### config.mk
export PLATFORM = sky130hd
export DESIGN_NAME = alarm_keypad_set_flat
export DESIGN_NICKNAME = d
export VERILOG_FILES = /design/src/rtl/alarm_keypad_set_pkg.sv /design/src/rtl/alarm_keypad_set_if.sv /design/src/rtl/alarm_keypad_set_keypad_scan.sv /design/src/rtl/alarm_keypad_set.sv /design/src/flat_wrapper.sv
export SDC_FILE = /design/constraint.sdc
export NUM_CORES = 1
export LEC_CHECK = 0
export CAP_MARGIN = 10
export CORE_UTILIZATION = 50
export CTS_CLUSTER_DIAMETER = 150
export DETAILED_ROUTE_END_ITERATION = 16
export PLACE_DENSITY = 0.73
export SKIP_CTS_REPAIR_TIMING = 1
export SLEW_MARGIN = 20
export SYNTH_ARGS = -nofsm -noshare
export SYNTH_HDL_FRONTEND = slang
export SYNTH_SLANG_ARGS = --single-unit
### constraint.sdc
create_clock -name CLK_50 -period 2.7 [get_ports CLK_50]
set_input_delay 0.405 -clock CLK_50 [delete_from_list [all_inputs] [get_ports CLK_50]]
set_output_delay 0.405 -clock CLK_50 [all_outputs]
set_load 0.02 [all_outputs]
### src/rtl/alarm_keypad_set_pkg.sv
// Shared definitions for the alarm keypad entry block: key codes, keypad
// layout and the entry FSM state type.
package alarm_keypad_set_pkg;

   localparam logic [3:0] KEY_A    = 4'hA;
   localparam logic [3:0] KEY_B    = 4'hB;
   localparam logic [3:0] KEY_C    = 4'hC;
   localparam logic [3:0] KEY_D    = 4'hD;
   localparam logic [3:0] KEY_STAR = 4'hE;
   localparam logic [3:0] KEY_HASH = 4'hF;

   // Entry {row,col} lives at nibble row*4+col; row0 is "1 2 3 A", col0 leftmost.
   localparam logic [63:0] KEY_LAYOUT = {
      4'hD, 4'hF, 4'h0, 4'hE,
      4'hC, 4'h9, 4'h8, 4'h7,
      4'hB, 4'h6, 4'h5, 4'h4,
      4'hA, 4'h3, 4'h2, 4'h1
   };

   localparam logic [3:0] FIELD_H1   = 4'b1000;
   localparam logic [3:0] FIELD_H0   = 4'b0100;
   localparam logic [3:0] FIELD_M1   = 4'b0010;
   localparam logic [3:0] FIELD_M0   = 4'b0001;
   localparam logic [3:0] FIELD_NONE = 4'b0000;

   typedef enum logic [2:0] {
      ST_IDLE,
      ST_H1,
      ST_H0,
      ST_M1,
      ST_M0,
      ST_CONFIRM
   } entry_state_t;

   function automatic logic [3:0] layout_code(input logic [1:0] row, input logic [1:0] col);
      return KEY_LAYOUT[{row, col, 2'b00} +: 4];
   endfunction

   function automatic logic is_digit(input logic [3:0] code);
      return code <= 4'd9;
   endfunction

endpackage

### src/rtl/alarm_keypad_set_if.sv
// Committed alarm setting and entry status as seen by the alarm comparator
// and display logic.
interface alarm_keypad_set_if;
   logic [7:0] Set_Hr;
   logic [7:0] Set_Min;
   logic       set_stb;
   logic       editing;
   logic [3:0] edit_field;
   logic       key_err;

   modport master (
      output Set_Hr, Set_Min, set_stb, editing, edit_field, key_err
   );

   modport slave (
      input  Set_Hr, Set_Min, set_stb, editing, edit_field, key_err
   );
endinterface

### src/rtl/alarm_keypad_set_keypad_scan.sv
// Row scanner, column synchronizer and frame debouncer for a 4x4 keypad;
// emits a single registered event per accepted press.
module keypad_scan
   import alarm_keypad_set_pkg::*;
#(
   parameter int SCAN_DIV   = 50000,
   parameter int DEB_FRAMES = 4
) (
   input  logic       CLK_50,
   input  logic       CR,
   input  logic [3:0] KEY_COL,
   output logic [3:0] KEY_ROW,
   output logic       key_evt,
   output logic [3:0] key_code
);

   localparam int SW = (SCAN_DIV > 1) ? $clog2(SCAN_DIV) : 1;
   localparam int DW = $clog2(DEB_FRAMES + 1);
   localparam logic [SW-1:0] SLOT_LAST = SW'(SCAN_DIV - 1);
   localparam logic [DW-1:0] DEB_N     = DW'(DEB_FRAMES);

   logic [3:0]    col_meta;
   logic [3:0]    col_sync;
   logic [SW-1:0] slot_cnt;
   logic [1:0]    row_idx;
   logic [1:0]    acc_hits;
   logic [3:0]    acc_code;
   logic          last_valid;
   logic [3:0]    last_code;
   logic [DW-1:0] deb_cnt;
   logic          pressed;

   logic          slot_end;
   logic          frame_end;
   logic [3:0]    press;
   logic          row_multi;
   logic [1:0]    col_idx;
   logic [1:0]    hits_nxt;
   logic [3:0]    code_nxt;
   logic          frame_valid;
   logic          same;
   logic [DW-1:0] cnt_nxt;

   assign KEY_ROW   = ~(4'b0001 << row_idx);
   assign slot_end  = (slot_cnt == SLOT_LAST);
   assign frame_end = slot_end && (row_idx == 2'd3);
   assign press     = ~col_sync;
   assign row_multi = (press & (press - 4'd1)) != 4'd0;
   assign col_idx   = press[0] ? 2'd0 : press[1] ? 2'd1 : press[2] ? 2'd2 : 2'd3;

   // hits saturates at 2: anything beyond one key in a frame is "none"
   always_comb begin
      hits_nxt = acc_hits;
      code_nxt = acc_code;
      if (row_multi) begin
         hits_nxt = 2'd2;
      end else if (|press) begin
         if (acc_hits == 2'd0) begin
            hits_nxt = 2'd1;
            code_nxt = layout_code(row_idx, col_idx);
         end else begin
            hits_nxt = 2'd2;
         end
      end
   end

   assign frame_valid = (hits_nxt == 2'd1);
   assign same        = (frame_valid == last_valid) && (!frame_valid || (code_nxt == last_code));
   assign cnt_nxt     = !same ? DW'(1) : ((deb_cnt == DEB_N) ? deb_cnt : deb_cnt + 1'b1);

   always_ff @(posedge CLK_50) begin
      if (CR) begin
         col_meta   <= 4'hF;
         col_sync   <= 4'hF;
         slot_cnt   <= '0;
         row_idx    <= 2'd0;
         acc_hits   <= 2'd0;
         acc_code   <= 4'd0;
         last_valid <= 1'b0;
         last_code  <= 4'd0;
         deb_cnt    <= '0;
         pressed    <= 1'b0;
         key_evt    <= 1'b0;
         key_code   <= 4'd0;
      end else begin
         col_meta <= KEY_COL;
         col_sync <= col_meta;
         key_evt  <= 1'b0;
         if (slot_end) begin
            slot_cnt <= '0;
            row_idx  <= row_idx + 2'd1;
            if (frame_end) begin
               acc_hits   <= 2'd0;
               acc_code   <= 4'd0;
               last_valid <= frame_valid;
               last_code  <= code_nxt;
               deb_cnt    <= cnt_nxt;
               if (cnt_nxt == DEB_N) begin
                  if (!pressed && frame_valid) begin
                     key_evt  <= 1'b1;
                     key_code <= code_nxt;
                     pressed  <= 1'b1;
                  end else if (pressed && !frame_valid) begin
                     pressed  <= 1'b0;
                  end
               end
            end else begin
               acc_hits <= hits_nxt;
               acc_code <= code_nxt;
            end
         end else begin
            slot_cnt <= slot_cnt + 1'b1;
         end
      end
   end

endmodule

### src/rtl/alarm_keypad_set.sv
// Alarm time entry from a 4x4 keypad: HH:MM is keyed into shadow digits and
// committed to Set_Hr/Set_Min only on confirmation.
//
//   state      | meaning
//   -----------+---------------------------------------------
//   ST_IDLE    | no entry in progress, only 'A' is honoured
//   ST_H1      | waiting for hour tens (0-2)
//   ST_H0      | waiting for hour units (0-9, 0-3 after 2)
//   ST_M1      | waiting for minute tens (0-5)
//   ST_M0      | waiting for minute units (0-9)
//   ST_CONFIRM | all digits in, '#' commits
module alarm_keypad_set
   import alarm_keypad_set_pkg::*;
#(
   parameter int SCAN_DIV   = 50000,
   parameter int DEB_FRAMES = 4
) (
   input  logic                 CLK_50,
   input  logic                 CR,
   input  logic [3:0]           KEY_COL,
   output logic [3:0]           KEY_ROW,
   alarm_keypad_set_if.master   alarm
);

   logic         key_evt;
   logic [3:0]   key_code;

   entry_state_t state,    state_nxt;
   logic [3:0]   h1,       h1_nxt;
   logic [3:0]   h0,       h0_nxt;
   logic [3:0]   m1,       m1_nxt;
   logic [3:0]   m0,       m0_nxt;
   logic [7:0]   set_hr,   set_hr_nxt;
   logic [7:0]   set_min,  set_min_nxt;
   logic         stb,      stb_nxt;
   logic         err,      err_nxt;
   logic         editing,  editing_nxt;
   logic [3:0]   field,    field_nxt;
   logic [3:0]   limit;
   logic         in_field;

   keypad_scan #(
      .SCAN_DIV   (SCAN_DIV),
      .DEB_FRAMES (DEB_FRAMES)
   ) u_scan (
      .CLK_50   (CLK_50),
      .CR       (CR),
      .KEY_COL  (KEY_COL),
      .KEY_ROW  (KEY_ROW),
      .key_evt  (key_evt),
      .key_code (key_code)
   );

   always_ff @(posedge CLK_50) begin
      if (CR) begin
         state   <= ST_IDLE;
         h1      <= 4'd0;
         h0      <= 4'd0;
         m1      <= 4'd0;
         m0      <= 4'd0;
         set_hr  <= 8'h00;
         set_min <= 8'h00;
         stb     <= 1'b0;
         err     <= 1'b0;
         editing <= 1'b0;
         field   <= FIELD_NONE;
      end else begin
         state   <= state_nxt;
         h1      <= h1_nxt;
         h0      <= h0_nxt;
         m1      <= m1_nxt;
         m0      <= m0_nxt;
         set_hr  <= set_hr_nxt;
         set_min <= set_min_nxt;
         stb     <= stb_nxt;
         err     <= err_nxt;
         editing <= editing_nxt;
         field   <= field_nxt;
      end
   end

   always_comb begin
      state_nxt   = state;
      h1_nxt      = h1;
      h0_nxt      = h0;
      m1_nxt      = m1;
      m0_nxt      = m0;
      set_hr_nxt  = set_hr;
      set_min_nxt = set_min;
      stb_nxt     = 1'b0;
      err_nxt     = 1'b0;
      in_field    = 1'b0;
      limit       = 4'd0;

      case (state)
         ST_H1:   begin in_field = 1'b1; limit = 4'd2; end
         ST_H0:   begin in_field = 1'b1; limit = (h1 == 4'd2) ? 4'd3 : 4'd9; end
         ST_M1:   begin in_field = 1'b1; limit = 4'd5; end
         ST_M0:   begin in_field = 1'b1; limit = 4'd9; end
         default: ;
      endcase

      if (key_evt) begin
         if (key_code == KEY_A) begin
            h1_nxt    = 4'd0;
            h0_nxt    = 4'd0;
            m1_nxt    = 4'd0;
            m0_nxt    = 4'd0;
            state_nxt = ST_H1;
         end else if (state != ST_IDLE && key_code == KEY_STAR) begin
            state_nxt = ST_IDLE;
         end else if (in_field && is_digit(key_code)) begin
            if (key_code <= limit) begin
               case (state)
                  ST_H1:   begin h1_nxt = key_code; state_nxt = ST_H0;      end
                  ST_H0:   begin h0_nxt = key_code; state_nxt = ST_M1;      end
                  ST_M1:   begin m1_nxt = key_code; state_nxt = ST_M0;      end
                  default: begin m0_nxt = key_code; state_nxt = ST_CONFIRM; end
               endcase
            end else begin
               err_nxt = 1'b1;
            end
         end else if (state == ST_CONFIRM && key_code == KEY_HASH) begin
            set_hr_nxt  = {h1, h0};
            set_min_nxt = {m1, m0};
            stb_nxt     = 1'b1;
            state_nxt   = ST_IDLE;
         end
      end

      editing_nxt = (state_nxt != ST_IDLE);
      case (state_nxt)
         ST_H1:   field_nxt = FIELD_H1;
         ST_H0:   field_nxt = FIELD_H0;
         ST_M1:   field_nxt = FIELD_M1;
         ST_M0:   field_nxt = FIELD_M0;
         default: field_nxt = FIELD_NONE;
      endcase
   end

   assign alarm.Set_Hr     = set_hr;
   assign alarm.Set_Min    = set_min;
   assign alarm.set_stb    = stb;
   assign alarm.key_err    = err;
   assign alarm.editing    = editing;
   assign alarm.edit_field = field;

endmodule
### src/flat_wrapper.sv
// flat-port wrapper written by rule: the top's interface ports become plain ports
module alarm_keypad_set_flat import alarm_keypad_set_pkg::*;
#(
   parameter int SCAN_DIV   = 50000,
   parameter int DEB_FRAMES = 4
)
  (CLK_50, CR, KEY_COL, KEY_ROW, alarm_Set_Hr, alarm_Set_Min, alarm_set_stb, alarm_editing, alarm_edit_field, alarm_key_err);
  alarm_keypad_set_if alarm_i ();
  input  logic CLK_50;
  input  logic CR;
  input  logic [3:0] KEY_COL;
  output logic [3:0] KEY_ROW;
  output wire logic [$bits(alarm_i.Set_Hr)-1:0] alarm_Set_Hr;
  output wire logic [$bits(alarm_i.Set_Min)-1:0] alarm_Set_Min;
  output wire logic [$bits(alarm_i.set_stb)-1:0] alarm_set_stb;
  output wire logic [$bits(alarm_i.editing)-1:0] alarm_editing;
  output wire logic [$bits(alarm_i.edit_field)-1:0] alarm_edit_field;
  output wire logic [$bits(alarm_i.key_err)-1:0] alarm_key_err;
  assign alarm_Set_Hr = alarm_i.Set_Hr;
  assign alarm_Set_Min = alarm_i.Set_Min;
  assign alarm_set_stb = alarm_i.set_stb;
  assign alarm_editing = alarm_i.editing;
  assign alarm_edit_field = alarm_i.edit_field;
  assign alarm_key_err = alarm_i.key_err;
  alarm_keypad_set #(.SCAN_DIV(SCAN_DIV), .DEB_FRAMES(DEB_FRAMES)) u_core (.CLK_50(CLK_50), .CR(CR), .KEY_COL(KEY_COL), .KEY_ROW(KEY_ROW), .alarm(alarm_i));
endmodule
Yosys cells after proc, flatten, opt, wreduce, memory -nomap -nowiden
Cells that the tools add are included.

Flip-flop bits (word level): 88. Input port bits: 6. Word-level logic and storage cells: 147.

Bitwise operators: 10. $add $sub $neg: 4. Shift operators: 2. Mux-type cells: 49. Reduce and logical (&&, ||, !) cells: 35. Equality and inequality tests: 22. Order comparisons: 2.

Operator list (count): $mux W4 (25); $shiftx A64 B7 Y4 const A (1); $pmux W4 S4 (2); $reduce_and A5 Y1 (5); $mux W3 (8); $add A16 B1 Y16 const B (1); $eq A16 B16 Y1 const B (1); $eq A3 B3 Y1 const B (5); $eq A3 B2 Y1 const B (4); $eq A4 B4 Y1 const B (3); $mux W2 (6); $reduce_bool A2 Y1 (6); $reduce_or A4 Y1 (3); $reduce_or A5 Y1 (2); $pmux W3 S3 (1); $not A4 Y4 (2); $reduce_and A4 Y1 (2); $logic_and A1 B1 Y1 (7); $mux W1 (7); $not A1 Y1 (7); $eq A3 B1 Y1 const B (2); $reduce_bool A3 Y1 (2); $and A4 B4 Y4 (1); $eq A4 B2 Y1 const B (1); other kinds (18) (20).

Longest topological paths before layout
Depth after elaboration: 15. Depth in mapped cells: 13.

By module
Synthesis repeated with hierarchy kept, for this count alone.

Cells, all modules: 473. Area, all modules: 4276.6 µm².

By module, submodules not included: keypad_scan (area an instance 2285.9 µm², cells each 269, seq. area each 920.9 µm², times used 1); alarm_keypad_set (area an instance 1990.7 µm², cells each 204, seq. area each 840.8 µm², times used 1).

Worst setup path after synthesis
Ideal clock, no wire load.

Path type: register -> register. Start point: register u_core.state[0]. End point: register u_core.field[0], in the netlist u_core.alarm.edit_field[0]. Path buffers: 1. Arrival: 2814 ps. Library setup time: 60 ps. Setup slack: -174 ps. Clock period less this slack: 2874 ps. Required time: 2640 ps. Cell stages (with the launch flop): 14. Path through: dfxtp_1 clkbuf_1 nor2b_1 a21oi_1 or2_2 ha_1 nor2b_1 o21a_1 o21a_1 o21ai_2 nand2_1 o41ai_2 nor2b_1 and3_1.

Cells in the longest elaborated chain, start to end: 10.

RTL lines: from (decl) (line alarm_keypad_set.sv:28) `entry_state_t state, state_nxt;`; from (signal assigned) (line alarm_keypad_set.sv:68) `state <= state_nxt;`; $eq A3 B3 Y1 (tied with other cells) (line alarm_keypad_set.sv:95) `case (state)`; $pmux W4 S4 / $reduce_or A4 Y1 (equally long branches); $le A4 B4 Y1 / $mux W1 (equally long branches) (line alarm_keypad_set.sv:113, alarm_keypad_set.sv:95); $mux W3 / $logic_and A1 B1 Y1 (equally long branches) (line alarm_keypad_set.sv:113, alarm_keypad_set.sv:112); $mux W3 (line alarm_keypad_set.sv:112) `end else if (in_field && is_digit(key_code)) begin`; $mux W3 (line alarm_keypad_set.sv:110) `end else if (state != ST_IDLE && key_code == KEY_STAR) begin`; $mux W3 (line alarm_keypad_set.sv:104) `if (key_code == KEY_A) begin`; $mux W3 * (line alarm_keypad_set.sv:103) `if (key_evt) begin`; $eq A3 B3 Y1 (tied with other cells) (line alarm_keypad_set.sv:132) `case (state_nxt)`; $pmux W4 S4 * (line alarm_keypad_set.sv:132); to (signal assigned) (line alarm_keypad_set.sv:78) `field <= field_nxt;`; to (decl) (line alarm_keypad_set.sv:38) `logic [3:0] field, field_nxt;`.

Every way passes the cells marked *; elsewhere a longest branch is shown, timed or not. A chain may end at the register's enable or synchronous reset.

Final worst setup path
Start point: register u_core.h1[0]. End point: register u_core.h0[2].

Cells in the longest elaborated chain, start to end: 6.

RTL lines: from (decl) (line alarm_keypad_set.sv:29) `logic [3:0] h1, h1_nxt;`; from (signal assigned) (line alarm_keypad_set.sv:69) `h1 <= h1_nxt;`; $eq A4 B2 Y1 (line alarm_keypad_set.sv:97) `ST_H0: begin in_field = 1'b1; limit = (h1 == 4'd2) ? 4'd3 : 4'd9; end`; $mux W4 (line alarm_keypad_set.sv:97); $pmux W4 S4 (line alarm_keypad_set.sv:95); $le A4 B4 Y1 (line alarm_keypad_set.sv:113) `if (key_code <= limit) begin`; $reduce_bool A2 Y1 (no line); $reduce_and A5 Y1 (no line); to (signal assigned) (line alarm_keypad_set.sv:70) `h0 <= h0_nxt;`; to (decl) (line alarm_keypad_set.sv:30) `logic [3:0] h0, h0_nxt;`.

Every way passes these cells.

==> impl_metrics.py <==
metrics = {
    "status": {
        "status": "complete, but fails checks",
        "violations": "setup timing",
    },
    "timing": {
        "drv_slew": 0,
        "fmax_mhz": 364.6,
        "setup_viol_count_final": 15,
        "layout_min_cycle_time_ps": 2743,
        "clock_skew_ps": 12.37,
        "rsz0062_at_grt": "yes",
        "final-hold-violation-count": 0,
        "period_share": 1.016,
        "tightest_slew_ps": 647.1,
        "fin_tns_setup_ps": -293.3,
        "layout_setup_ws_ps": -42.81,
        "max_slew_margin": 0.5640,
    },
    "grt": {
        "track_usage": 0.2147,
        "grt_antenna_before_repair": 0,
        "grt_overflow_total": 0,
        "grt_pass1_wl_um": 15370,
        "grt_max_degree": 66,
        "first_global_vias": 3317,
    },
    "cells_and_area": {
        "area_growth_pct": 18.94,
        "top_register": "u_core.u_scan.slot_cnt",
        "antennaDiodeCount": 0,
        "drive_gt1_frac": 0.1522,
        "fin_area_um2": 5155,
        "final_nets": 569,
        "finalNonFillerCells": 657,
        "largest_register_ffs": 16,
    },
    "yosys": {
        "yosys-top-cells-count": "dfxtp_1 (88), nor2_1 (72), nand2_1 (41), a21oi_1 (29), mux2i_1 (29)",
        "mappedNetlistNets": 523,
        "synth_top_area_cell": "dfxtp_1",
        "netlist_area_um2": 4334,
        "synth_seq_cells": 88,
        "synthDistinctLibCells": 65,
        "ys_warn_count": 0,
        "yosys.cell_count.top_type": "dfxtp_1",
        "synth-main-ff-cell": "dfxtp_1",
        "synth_cells": 501,
        "yosys.area.top_type_share": 0.4065,
        "yosys-top-cells-area": "dfxtp_1 (41%), mux2i_1 (6.7%), nor2_1 (6.2%), ha_1 (4.6%), nand2_1 (3.6%)",
        "synth_edf_count": 0,
        "ys_seq_area_frac": 0.4065,
        "synth_area_per_cell_um2": 8.651,
        "synthArstFlopShare": 0,
    },
    "floorplan": {
        "core-area_um2": 8299,
        "start_util": 0.5222,
        "io_pins": 33,
        "rows": 33,
        "die_x_um": 95.11,
        "die-height_um": 95.11,
        "die_area_um2": 9045,
    },
    "critical_path": {
        "worst-path-stages": 13,
        "timing.rr.end": "u_core.h0[2]",
        "end_kind": "flop",
        "critPathKind": "flop to flop",
        "crit_arrival_ps": 2970,
        "critPathTopFamily": "simple AND/OR/NAND/NOR gates",
        "slowest_stage": "dfxtp_2",
        "critPathMaxStageDelay_ps": 340,
        "worst-path-buf-inv": 1,
        "r2r_setup_slack_ps": -40,
        "crit_required_ps": 2930,
        "reg2regPathDepth": 13,
        "critPathLaunchType": "flop",
        "rr_startpoint": "u_core.h1[0]",
        "cp_max_fo": 5,
        "crit_chain": "nor4b_4, a21oi_2, or2_4, ha_4, nor2b_4, o21a_1, o21a_1, o21ai_4, a31oi_2, nor2_1, buf_4, mux2i_1, nor2_1",
    },
    "place": {
        "hpwl_um": 6294,
        "post-place-ws_ps": -152.8,
        "dpl-instance-area_um2": 4843,
        "dp.cells": 637,
        "port_buffers": 32,
        "gp_congestion": 0.8711,
    },
    "detailed_routing": {
        "wl_per_cell_um": 13.84,
        "via_per_inst": 5.566,
        "vias": 3657,
        "drt.antenna.violating_nets": 0,
        "drc": 0,
        "wirelength_um": 9096,
        "drt_iter0_drc": 188,
        "first_pass_iters": 5,
    },
    "clock_network": {
        "cts.htree.levels": 3,
        "cts_tree": "yes",
        "cts_buffer_depth": 2,
        "insertion_delay_ps": 360,
        "clk_pin_slew_ps": 90,
        "cts_sinks": 88,
        "clock-root-buffer": "clkbuf_8",
        "cts_buffers": 9,
    },
    "flow_run": {
        "drv_cap": 0,
    },
    "hold_path": {
        "hold_path_class": "input pin to flop",
        "min_to": "u_core.u_scan.acc_code[3]",
        "min_from": "CR",
        "hold-path-cell-count": 4,
    },
    "power": {
        "power_w": 0.002533,
        "p_per_area_nw_per_um2": 491.4,
        "irDropWorstVdd_mv": 0.4878,
        "p_leak_nw": 2.000,
    },
}
where the power goes:
part	total [W]	switching, W	internal [W]
registers	0.00132	0.00000767	0.00131
logic	0.000209	0.000122	0.0000865
clock network	0.00101	0.000477	0.000529
worst reg2reg max path, cell delays in order (launching register included):
cell,delay [ps]
dfxtp_2,340
nor4b_4,310
a21oi_2,80
or2_4,240
ha_4,210
nor2b_4,120
o21a_1,170
o21a_1,220
o21ai_4,210
a31oi_2,130
nor2_1,160
buf_4,170
mux2i_1,210
nor2_1,50
worst max-delay path by stage:
stage	start	end
after floorplan	u_core.h1[3]	u_core.alarm.edit_field[0]
after global placement	u_core.h1[3]	u_core.alarm.edit_field[1]
after detailed placement	u_core.h1[3]	u_core.alarm.edit_field[0]
after CTS	u_core.h1[3]	u_core.alarm.edit_field[2]
after global routing	u_core.h1[0]	u_core.h1[1]
final	u_core.h1[0]	u_core.h0[2]
layout make-up:
type,count,area [um^2]
clock inverter,7,98.84
tap,105,131.4
fill,694,3144
inverter,23,86.33
clock buffer,9,123.9
multi-input combinational,368,2447
timing repair buffer,57,503.0
sequential,88,1764
per-layer routing:
metal	vias up	routed length (um)	GRT usage
met5	-	0	0
li1	1846	-	-
met4	0	119	0.07828
met2	85	4180	0.3369
met1	1713	4432	0.2980
met3	13	363	0.03190
cells by family after synthesis:
logic type / synth area share
simple gates: 0.2543
compound gates: 0.1403
flops: 0.4065
buf+inv: 0.05283
mux: 0.06957
fa+ha+maj: 0.04619
xor+xnor: 0.03031
metrics by stage:
step,hold slack [ps],util
floorplan,389.5,-
global placement,391.2,0.5836
detailed placement,395.4,0.5836
CTS,396.7,0.6104
global route,419.1,0.6211
finish,402.2,0.6211
placed cells by master, fill, tap and decap left out, types with 5 or more instances in the layout:
master	synthesis	final
dfxtp_1	88	86
a21oi_1	29	27
nand2b_1	6	6
nor3_1	6	5
inv_1	23	23
ha_1	16	15
xnor2_1	6	6
buf_4	5	25
and3_1	5	5
nand2_1	41	41
nor2_1	72	71
xor2_1	9	9
or2_2	9	8
nand4_1	10	10
o21ai_0	18	18
clkbuf_8	0	9
a31oi_1	7	6
and4_1	6	6
nand3_1	18	18
mux2i_1	29	29
or3_1	6	6
clkdlybuf4s50_1	0	31
Power figures use the tool's default switching activity.
